<file path="src/rtl/axil_arb2.sv">
// axil_arb2: two-requester AXI-lite arbiter feeding one downstream AXI-lite port.
// Only one transaction (write or read) is outstanding downstream at a time; the
// grant is registered, so a request sampled in IDLE reaches s_* on the next cycle.
module axil_arb2 #(
  parameter bit RR_EN = 1'b1
) (
  input  logic        clk_i,
  input  logic        rst_i,
  // requester 0
  input  logic        m0_awvalid,
  input  logic [31:0] m0_awaddr,
  input  logic [2:0]  m0_awprot,
  output logic        m0_awready,
  input  logic        m0_wvalid,
  input  logic [31:0] m0_wdata,
  input  logic [3:0]  m0_wstrb,
  output logic        m0_wready,
  output logic        m0_bvalid,
  input  logic        m0_bready,
  input  logic        m0_arvalid,
  input  logic [31:0] m0_araddr,
  input  logic [2:0]  m0_arprot,
  output logic        m0_arready,
  output logic        m0_rvalid,
  output logic [31:0] m0_rdata,
  input  logic        m0_rready,
  // requester 1
  input  logic        m1_awvalid,
  input  logic [31:0] m1_awaddr,
  input  logic [2:0]  m1_awprot,
  output logic        m1_awready,
  input  logic        m1_wvalid,
  input  logic [31:0] m1_wdata,
  input  logic [3:0]  m1_wstrb,
  output logic        m1_wready,
  output logic        m1_bvalid,
  input  logic        m1_bready,
  input  logic        m1_arvalid,
  input  logic [31:0] m1_araddr,
  input  logic [2:0]  m1_arprot,
  output logic        m1_arready,
  output logic        m1_rvalid,
  output logic [31:0] m1_rdata,
  input  logic        m1_rready,
  // downstream port
  output logic        s_awvalid,
  output logic [31:0] s_awaddr,
  output logic [2:0]  s_awprot,
  input  logic        s_awready,
  output logic        s_wvalid,
  output logic [31:0] s_wdata,
  output logic [3:0]  s_wstrb,
  input  logic        s_wready,
  input  logic        s_bvalid,
  output logic        s_bready,
  output logic        s_arvalid,
  output logic [31:0] s_araddr,
  output logic [2:0]  s_arprot,
  input  logic        s_arready,
  input  logic        s_rvalid,
  input  logic [31:0] s_rdata,
  output logic        s_rready,
  // status
  output logic [1:0]  grant_o,
  output logic        busy_o
);

  typedef enum logic [1:0] {
    IDLE = 2'd0,
    WR   = 2'd1,
    RD   = 2'd2
  } state_t;

  state_t state_q, state_d;
  logic   owner_q, owner_d;
  logic   last_q, last_d;
  logic   aw_done_q, aw_done_d;
  logic   w_done_q, w_done_d;
  logic   ar_done_q, ar_done_d;

  // Requester-side inputs gathered into indexable form
  logic [1:0]  awvalid_m, wvalid_m, bready_m, arvalid_m, rready_m;
  logic [31:0] awaddr_m [2];
  logic [2:0]  awprot_m [2];
  logic [31:0] wdata_m  [2];
  logic [3:0]  wstrb_m  [2];
  logic [31:0] araddr_m [2];
  logic [2:0]  arprot_m [2];

  assign awvalid_m = {m1_awvalid, m0_awvalid};
  assign wvalid_m  = {m1_wvalid,  m0_wvalid};
  assign bready_m  = {m1_bready,  m0_bready};
  assign arvalid_m = {m1_arvalid, m0_arvalid};
  assign rready_m  = {m1_rready,  m0_rready};
  assign awaddr_m[0] = m0_awaddr;
  assign awaddr_m[1] = m1_awaddr;
  assign awprot_m[0] = m0_awprot;
  assign awprot_m[1] = m1_awprot;
  assign wdata_m[0]  = m0_wdata;
  assign wdata_m[1]  = m1_wdata;
  assign wstrb_m[0]  = m0_wstrb;
  assign wstrb_m[1]  = m1_wstrb;
  assign araddr_m[0] = m0_araddr;
  assign araddr_m[1] = m1_araddr;
  assign arprot_m[0] = m0_arprot;
  assign arprot_m[1] = m1_arprot;

  // Requester-side outputs produced per requester below
  logic [1:0]  awready_m, wready_m, bvalid_m, arready_m, rvalid_m;
  logic [31:0] rdata_m [2];

  logic in_wr, in_rd;
  logic b_ok;
  logic fwd_bvalid, fwd_rvalid;
  logic aw_hs, w_hs, b_hs, ar_hs, r_hs;
  logic [1:0] req;
  logic win;

  assign in_wr = (state_q == WR);
  assign in_rd = (state_q == RD);

  // The response is only meaningful once both write channels have handshaken;
  // gating bvalid too keeps an early s_bvalid from completing the write upstream.
  assign b_ok       = aw_done_q & w_done_q;
  assign fwd_bvalid = in_wr & b_ok & s_bvalid;
  assign fwd_rvalid = in_rd & ar_done_q & s_rvalid;

  // Downstream drive: owner's channels while in flight, all zero otherwise
  assign s_awvalid = in_wr & awvalid_m[owner_q] & ~aw_done_q;
  assign s_awaddr  = in_wr ? awaddr_m[owner_q] : 32'd0;
  assign s_awprot  = in_wr ? awprot_m[owner_q] : 3'd0;
  assign s_wvalid  = in_wr & wvalid_m[owner_q] & ~w_done_q;
  assign s_wdata   = in_wr ? wdata_m[owner_q] : 32'd0;
  assign s_wstrb   = in_wr ? wstrb_m[owner_q] : 4'd0;
  assign s_bready  = in_wr & b_ok & bready_m[owner_q];
  assign s_arvalid = in_rd & arvalid_m[owner_q] & ~ar_done_q;
  assign s_araddr  = in_rd ? araddr_m[owner_q] : 32'd0;
  assign s_arprot  = in_rd ? arprot_m[owner_q] : 3'd0;
  assign s_rready  = in_rd & ar_done_q & rready_m[owner_q];

  assign aw_hs = s_awvalid & s_awready;
  assign w_hs  = s_wvalid & s_wready;
  assign b_hs  = fwd_bvalid & bready_m[owner_q];
  assign ar_hs = s_arvalid & s_arready;
  assign r_hs  = fwd_rvalid & rready_m[owner_q];

  // Per-requester return path; the non-owner sees everything at zero
  for (genvar gi = 0; gi < 2; gi++) begin : g_req
    logic mine;
    assign mine          = (int'(owner_q) == gi);
    assign awready_m[gi] = mine & in_wr & ~aw_done_q & s_awready;
    assign wready_m[gi]  = mine & in_wr & ~w_done_q & s_wready;
    assign bvalid_m[gi]  = mine & fwd_bvalid;
    assign arready_m[gi] = mine & in_rd & ~ar_done_q & s_arready;
    assign rvalid_m[gi]  = mine & fwd_rvalid;
    assign rdata_m[gi]   = (mine & in_rd) ? s_rdata : 32'd0;
  end

  assign m0_awready = awready_m[0];
  assign m0_wready  = wready_m[0];
  assign m0_bvalid  = bvalid_m[0];
  assign m0_arready = arready_m[0];
  assign m0_rvalid  = rvalid_m[0];
  assign m0_rdata   = rdata_m[0];
  assign m1_awready = awready_m[1];
  assign m1_wready  = wready_m[1];
  assign m1_bvalid  = bvalid_m[1];
  assign m1_arready = arready_m[1];
  assign m1_rvalid  = rvalid_m[1];
  assign m1_rdata   = rdata_m[1];

  assign busy_o  = in_wr | in_rd;
  assign grant_o = busy_o ? (owner_q ? 2'b10 : 2'b01) : 2'b00;

  // Arbitration: a requester asks when either address valid is up
  assign req = awvalid_m | arvalid_m;

  // Winner selection; on a tie round-robin favours whoever was not served last
  always_comb begin
    win = 1'b0;
    if (req == 2'b11) begin
      win = RR_EN ? ~last_q : 1'b0;
    end else begin
      win = req[1];
    end
  end

  // Next-state logic: grant in IDLE, track channel completion, release on B/R
  always_comb begin
    state_d   = state_q;
    owner_d   = owner_q;
    last_d    = last_q;
    aw_done_d = aw_done_q | aw_hs;
    w_done_d  = w_done_q | w_hs;
    ar_done_d = ar_done_q | ar_hs;
    case (state_q)
      IDLE: begin
        aw_done_d = 1'b0;
        w_done_d  = 1'b0;
        ar_done_d = 1'b0;
        if (req != 2'b00) begin
          owner_d = win;
          state_d = awvalid_m[win] ? WR : RD;
        end
      end
      WR: begin
        if (b_hs) begin
          state_d   = IDLE;
          last_d    = owner_q;
          aw_done_d = 1'b0;
          w_done_d  = 1'b0;
        end
      end
      RD: begin
        if (r_hs) begin
          state_d   = IDLE;
          last_d    = owner_q;
          ar_done_d = 1'b0;
        end
      end
      default: begin
        state_d = IDLE;
      end
    endcase
  end

  // State register; reset leaves m0 as the winner of the first tie
  always_ff @(posedge clk_i) begin
    if (rst_i) begin
      state_q   <= IDLE;
      owner_q   <= 1'b0;
      last_q    <= 1'b1;
      aw_done_q <= 1'b0;
      w_done_q  <= 1'b0;
      ar_done_q <= 1'b0;
    end else begin
      state_q   <= state_d;
      owner_q   <= owner_d;
      last_q    <= last_d;
      aw_done_q <= aw_done_d;
      w_done_q  <= w_done_d;
      ar_done_q <= ar_done_d;
    end
  end

endmodule

</file>
<file path="config.mk">
export PLATFORM = sky130hd
export DESIGN_NAME = axil_arb2
export DESIGN_NICKNAME = d
export VERILOG_FILES = /design/src/rtl/axil_arb2.sv
export SDC_FILE = /design/constraint.sdc
export NUM_CORES = 1
export LEC_CHECK = 0
export ABC_CLOCK_PERIOD_IN_PS = 1900
export CORE_AREA = 2 2 173 175
export DETAILED_ROUTE_END_ITERATION = 12
export DIE_AREA = 0 0 175 177
export PLACE_DENSITY = 0.53
export SYNTH_ARGS = -nofsm -noshare
export SYNTH_HDL_FRONTEND = slang
export SYNTH_SLANG_ARGS = --single-unit
export TNS_END_PERCENT = 50
</file>
<file path="constraint.sdc">
create_clock -name clk_i -period 1.9 [get_ports clk_i]
set_input_delay 0.19 -clock clk_i [delete_from_list [all_inputs] [get_ports clk_i]]
set_output_delay 0.19 -clock clk_i [all_outputs]
set_load 0.01 [all_outputs]
</file>
==> results of run 1 <==
-- worst register-to-register path, delay by kind of cell, from the launching register on --
| family | cells | cell delay [ns] |
|---|---|---|
| buffers and inverters | 3 | 0.46 |
| AOI/OAI and AO/OA | 2 | 0.55 |
| muxes | 1 | 0.16 |
| DFF | 1 | 0.34 |
| and+or+nand+nor | 1 | 0.25 |
-- power breakdown --
group	internal, mW	switching (mW)	total (mW)
combinational	2.46	1.80	4.26
sequential	0.182	0.0331	0.215
clock	0.277	0.0853	0.362
-- metrics by stage --
stage	cell area (µm²)	setup slack, ns
2_1_floorplan	2880	0.307
3_3_place_gp	8230	-0.0643
3_5_place_dp	8230	-0.0993
4_1_cts	8440	-0.210
5_1_grt	8460	-0.204
6_report	8470	-0.134
-- registers in the layout, summed over array words and instances (netlist names) --
name	cells
state_q	2
g_req.mine	1
w_done_q	1
aw_done_q	1
ar_done_q	1
last_q	1
-- per-layer routing --
metal	routed length (µm)	part of all wire, %
met2	11100	52
met3	1880	8.8
met4	123	0.58
met1	8230	39
met5	0	0
-- final cells by class --
class                   instances  area, µm²  area share (%)
repair buffers                522       5060            59.8
multi-input cells             344       2660            31.4
well taps                     390        488            5.76
flip-flops and latches          7        151            1.79
clock buffers                   3       75.1           0.887
inverters                       5       21.3           0.251
clock inverters                 1       5.00          0.0591
diodes                          2       5.00          0.0591
-- kinds of logic after synthesis --
family	after synthesis	share of synthesized area, %
adder cells (fa/ha/maj)	4	1.74
buffers and inverters	41	5.99
flip-flops	7	4.86
multiplexers	111	38.6
AO/OA/AOI/OAI	20	4.73
AND/OR/NAND/NOR	209	44.1
-- timing repair --
action | 4_1_cts | 5_1_grt
hold buffers | 0 | 0
setup buffers | 7 | 8
gates cloned | 7 | 0
resized for setup | 219 | 127
endpoints found under the setup margin | 189 | 57
pin swaps | 1 | 4
-- final timing paths --
path | from | endpoint | slack [ns] | depth (start not counted)
worst max-delay path | g_req[1].mine$_SDFFE_PP0P_ | s_awaddr[10] | -0.13 | 6
worst min-delay path | rst_i | g_req[1].mine$_SDFFE_PP0P_ | 0.54 | 2
worst max register to register | g_req[1].mine$_SDFFE_PP0P_ | state_q[0]$_SDFFE_PP0P_ | 0.03 | 7
worst min register to register | state_q[1]$_SDFFE_PP0P_ | state_q[1]$_SDFFE_PP0P_ | 0.55 | 2
-- layout by cell type, fill, tap and decap left out, types with 2 or more instances in the layout --
cell type / n
clkdlybuf4s15_1: 31
nor2b_1: 103
dfxtp_1: 4
mux2_2: 2
inv_1: 3
diode_2: 2
dlygate4sd2_1: 114
o21ai_0: 4
clkdlybuf4s50_1: 262
mux2i_2: 7
nor2_1: 12
nand3_1: 2
buf_2: 9
clkbuf_2: 23
and2_4: 2
ha_1: 2
clkbuf_16: 3
a21oi_1: 4
ha_4: 2
bufbuf_16: 3
nand2_1: 7
dlymetal6s2s_1: 8
dfxtp_4: 3
mux2i_1: 102
buf_12: 10
o311ai_1: 2
nor2b_2: 5
and2_1: 32
nor3_1: 2
buf_16: 3
nor3b_2: 2
buf_6: 10
buf_4: 48
and3_1: 32
==> run_results.csv, run 1 <==
group,metric,value,unit
setup_path,critPathKind,"flip-flop to primary output",
timing,clock_skew,0.00475,ns
floorplanning,design.die.area,31000,µm²
clock_tree,clkSlewWorstSetupHoldPaths,0.04,ns
floorplanning,die-width,175,µm
status,status,"finished with violations",
synth,post_synth_instance_area,2880,µm²
placement,io_buffers,448,
setup_path,cp_num_buf_inv,4,
synth,netlist-cell-type-count,35,
setup_path,crit_chain,"buf_12 > buf_16 > buf_12 > mux2i_2 > nor2b_1 > clkdlybuf4s50_1",
grt,met2_usage,25.2,%
clock_tree,cts.htree.levels,1,
route,wl_per_cell,16.7,µm
finish,drive_above_1_share,15.9,%
setup_path,start_kind,"flip-flop",
finish,area.growth.synth_to_final,194,%
grt,met3_usage,3.59,%
route,drtIter0Drc,76,
clock_tree,numClockSinks,7,
timing,rsz0062_at_grt,"yes",
timing,hold_viol,0,
route,drt_pass1_iterations,6,
finish,nets,1148,
route,drc,0,
floorplanning,fp.dieH,177,µm
route,routed_wl,21300,µm
grt,grt_pass1_vias,4860,
floorplanning,start_util,9.86,%
placement,place.gp.congestion,0.779,
grt,use_met1,14.0,%
placement,post-dp-hpwl,17100,µm
timing,timing.final.crit_period,2.03,ns
status,violations,"negative setup slack",
synth,syn_nets,657,
setup_path,end_kind,"primary output",
timing,drv_slew,0,
power,peakVddDrop,0.273,mV
floorplanning,core,29200,µm²
clock_tree,clk_path_buf_depth,2,
floorplanning,core.rowCount,63,
route,viasPerCell,3.67,
route,vias,4671,
setup_path,crit_top_cell,"buf_12",
synth,synth-edff-count,0,
setup_path,worstPathRequired,1.71,ns
clock_tree,clk_latency,0.23,ns
synth,yosys.area.top_type,"mux2i_1",
min_path,hold_class,"primary input to flip-flop",
timing,timing.fmax,0.492,GHz
setup_path,cp_top_family,"buffers and inverters",
timing,finalSetupTns,-0.424,ns
placement,dp.cells,1248,
timing,tightest_slew,0.442,ns
synth,syn_area_per_cell,7.36,µm²
power,power_density,571,nW/µm²
timing,finalWorstSetupSlack,-0.134,ns
synth,synth-seq-cells,7,
setup_path,cp_max_fo,20,
grt,grt_max_degree,22,
synth,yosysWarnings,0,
grt,top_usage_layer,"met2",
route,drtAntennaViolNets,0,
clock_tree,cts_root_buf,"clkbuf_16",
timing,period_share,107,%
timing,hold_slack,0.544,ns
grt,grt_first_pass_wirelength,30000,µm
power,power,4.84,mW
synth,yosysSeqAreaShare,4.86,%
timing,setup_viol,12,
synth,synth_top_area_share,37.8,%
setup_path,worstPathArrival,1.84,ns
synth,dominantRegCellSynth,"dfxtp_1",
synth,synth_cells,392,
setup_path,slowest_delay,0.53,ns
power,p_leak,3.95,nW
synth,synth_common_cells,"109 x mux2i_1, 109 x nor2b_1, 34 x and2_1",
grt,grt_overflow_total,0,
floorplanning,ios,449,
timing,slew-limit-headroom,70.4,%
synth,async_reset_ff_share,0,%
grt,grt_usage,12.8,%
finish,layoutNonFillerInstCount,1274,
finish,fin_util,29.0,%
flow_run,max-cap-violations,0,
setup_path,cp_slowest_cell,"clkdlybuf4s50_1",
clock_tree,numCtsBuffers,3,
synth,synth_area_leaders,"mux2i_1 38%, nor2b_1 24%, and2_1 7.4%",
clock_tree,tritoncts,"built",
finish,fillerInstances,3192,
grt,antenna_found_initial,2,
No activity file was read; power rests on OpenSTA's default activity.
==> inputs of run 2 (changes only) <==
ABC_CLOCK_PERIOD_IN_PS = default   (was 1900)
==> results of run 2 <==
Final layout, timing and power as in run 1 (identical DEF).
==> inputs of run 3 (changes only) <==
CTS_CLUSTER_SIZE = 14   (was default)
==> results of run 3 <==
Final layout, timing and power as in run 1 (identical DEF).
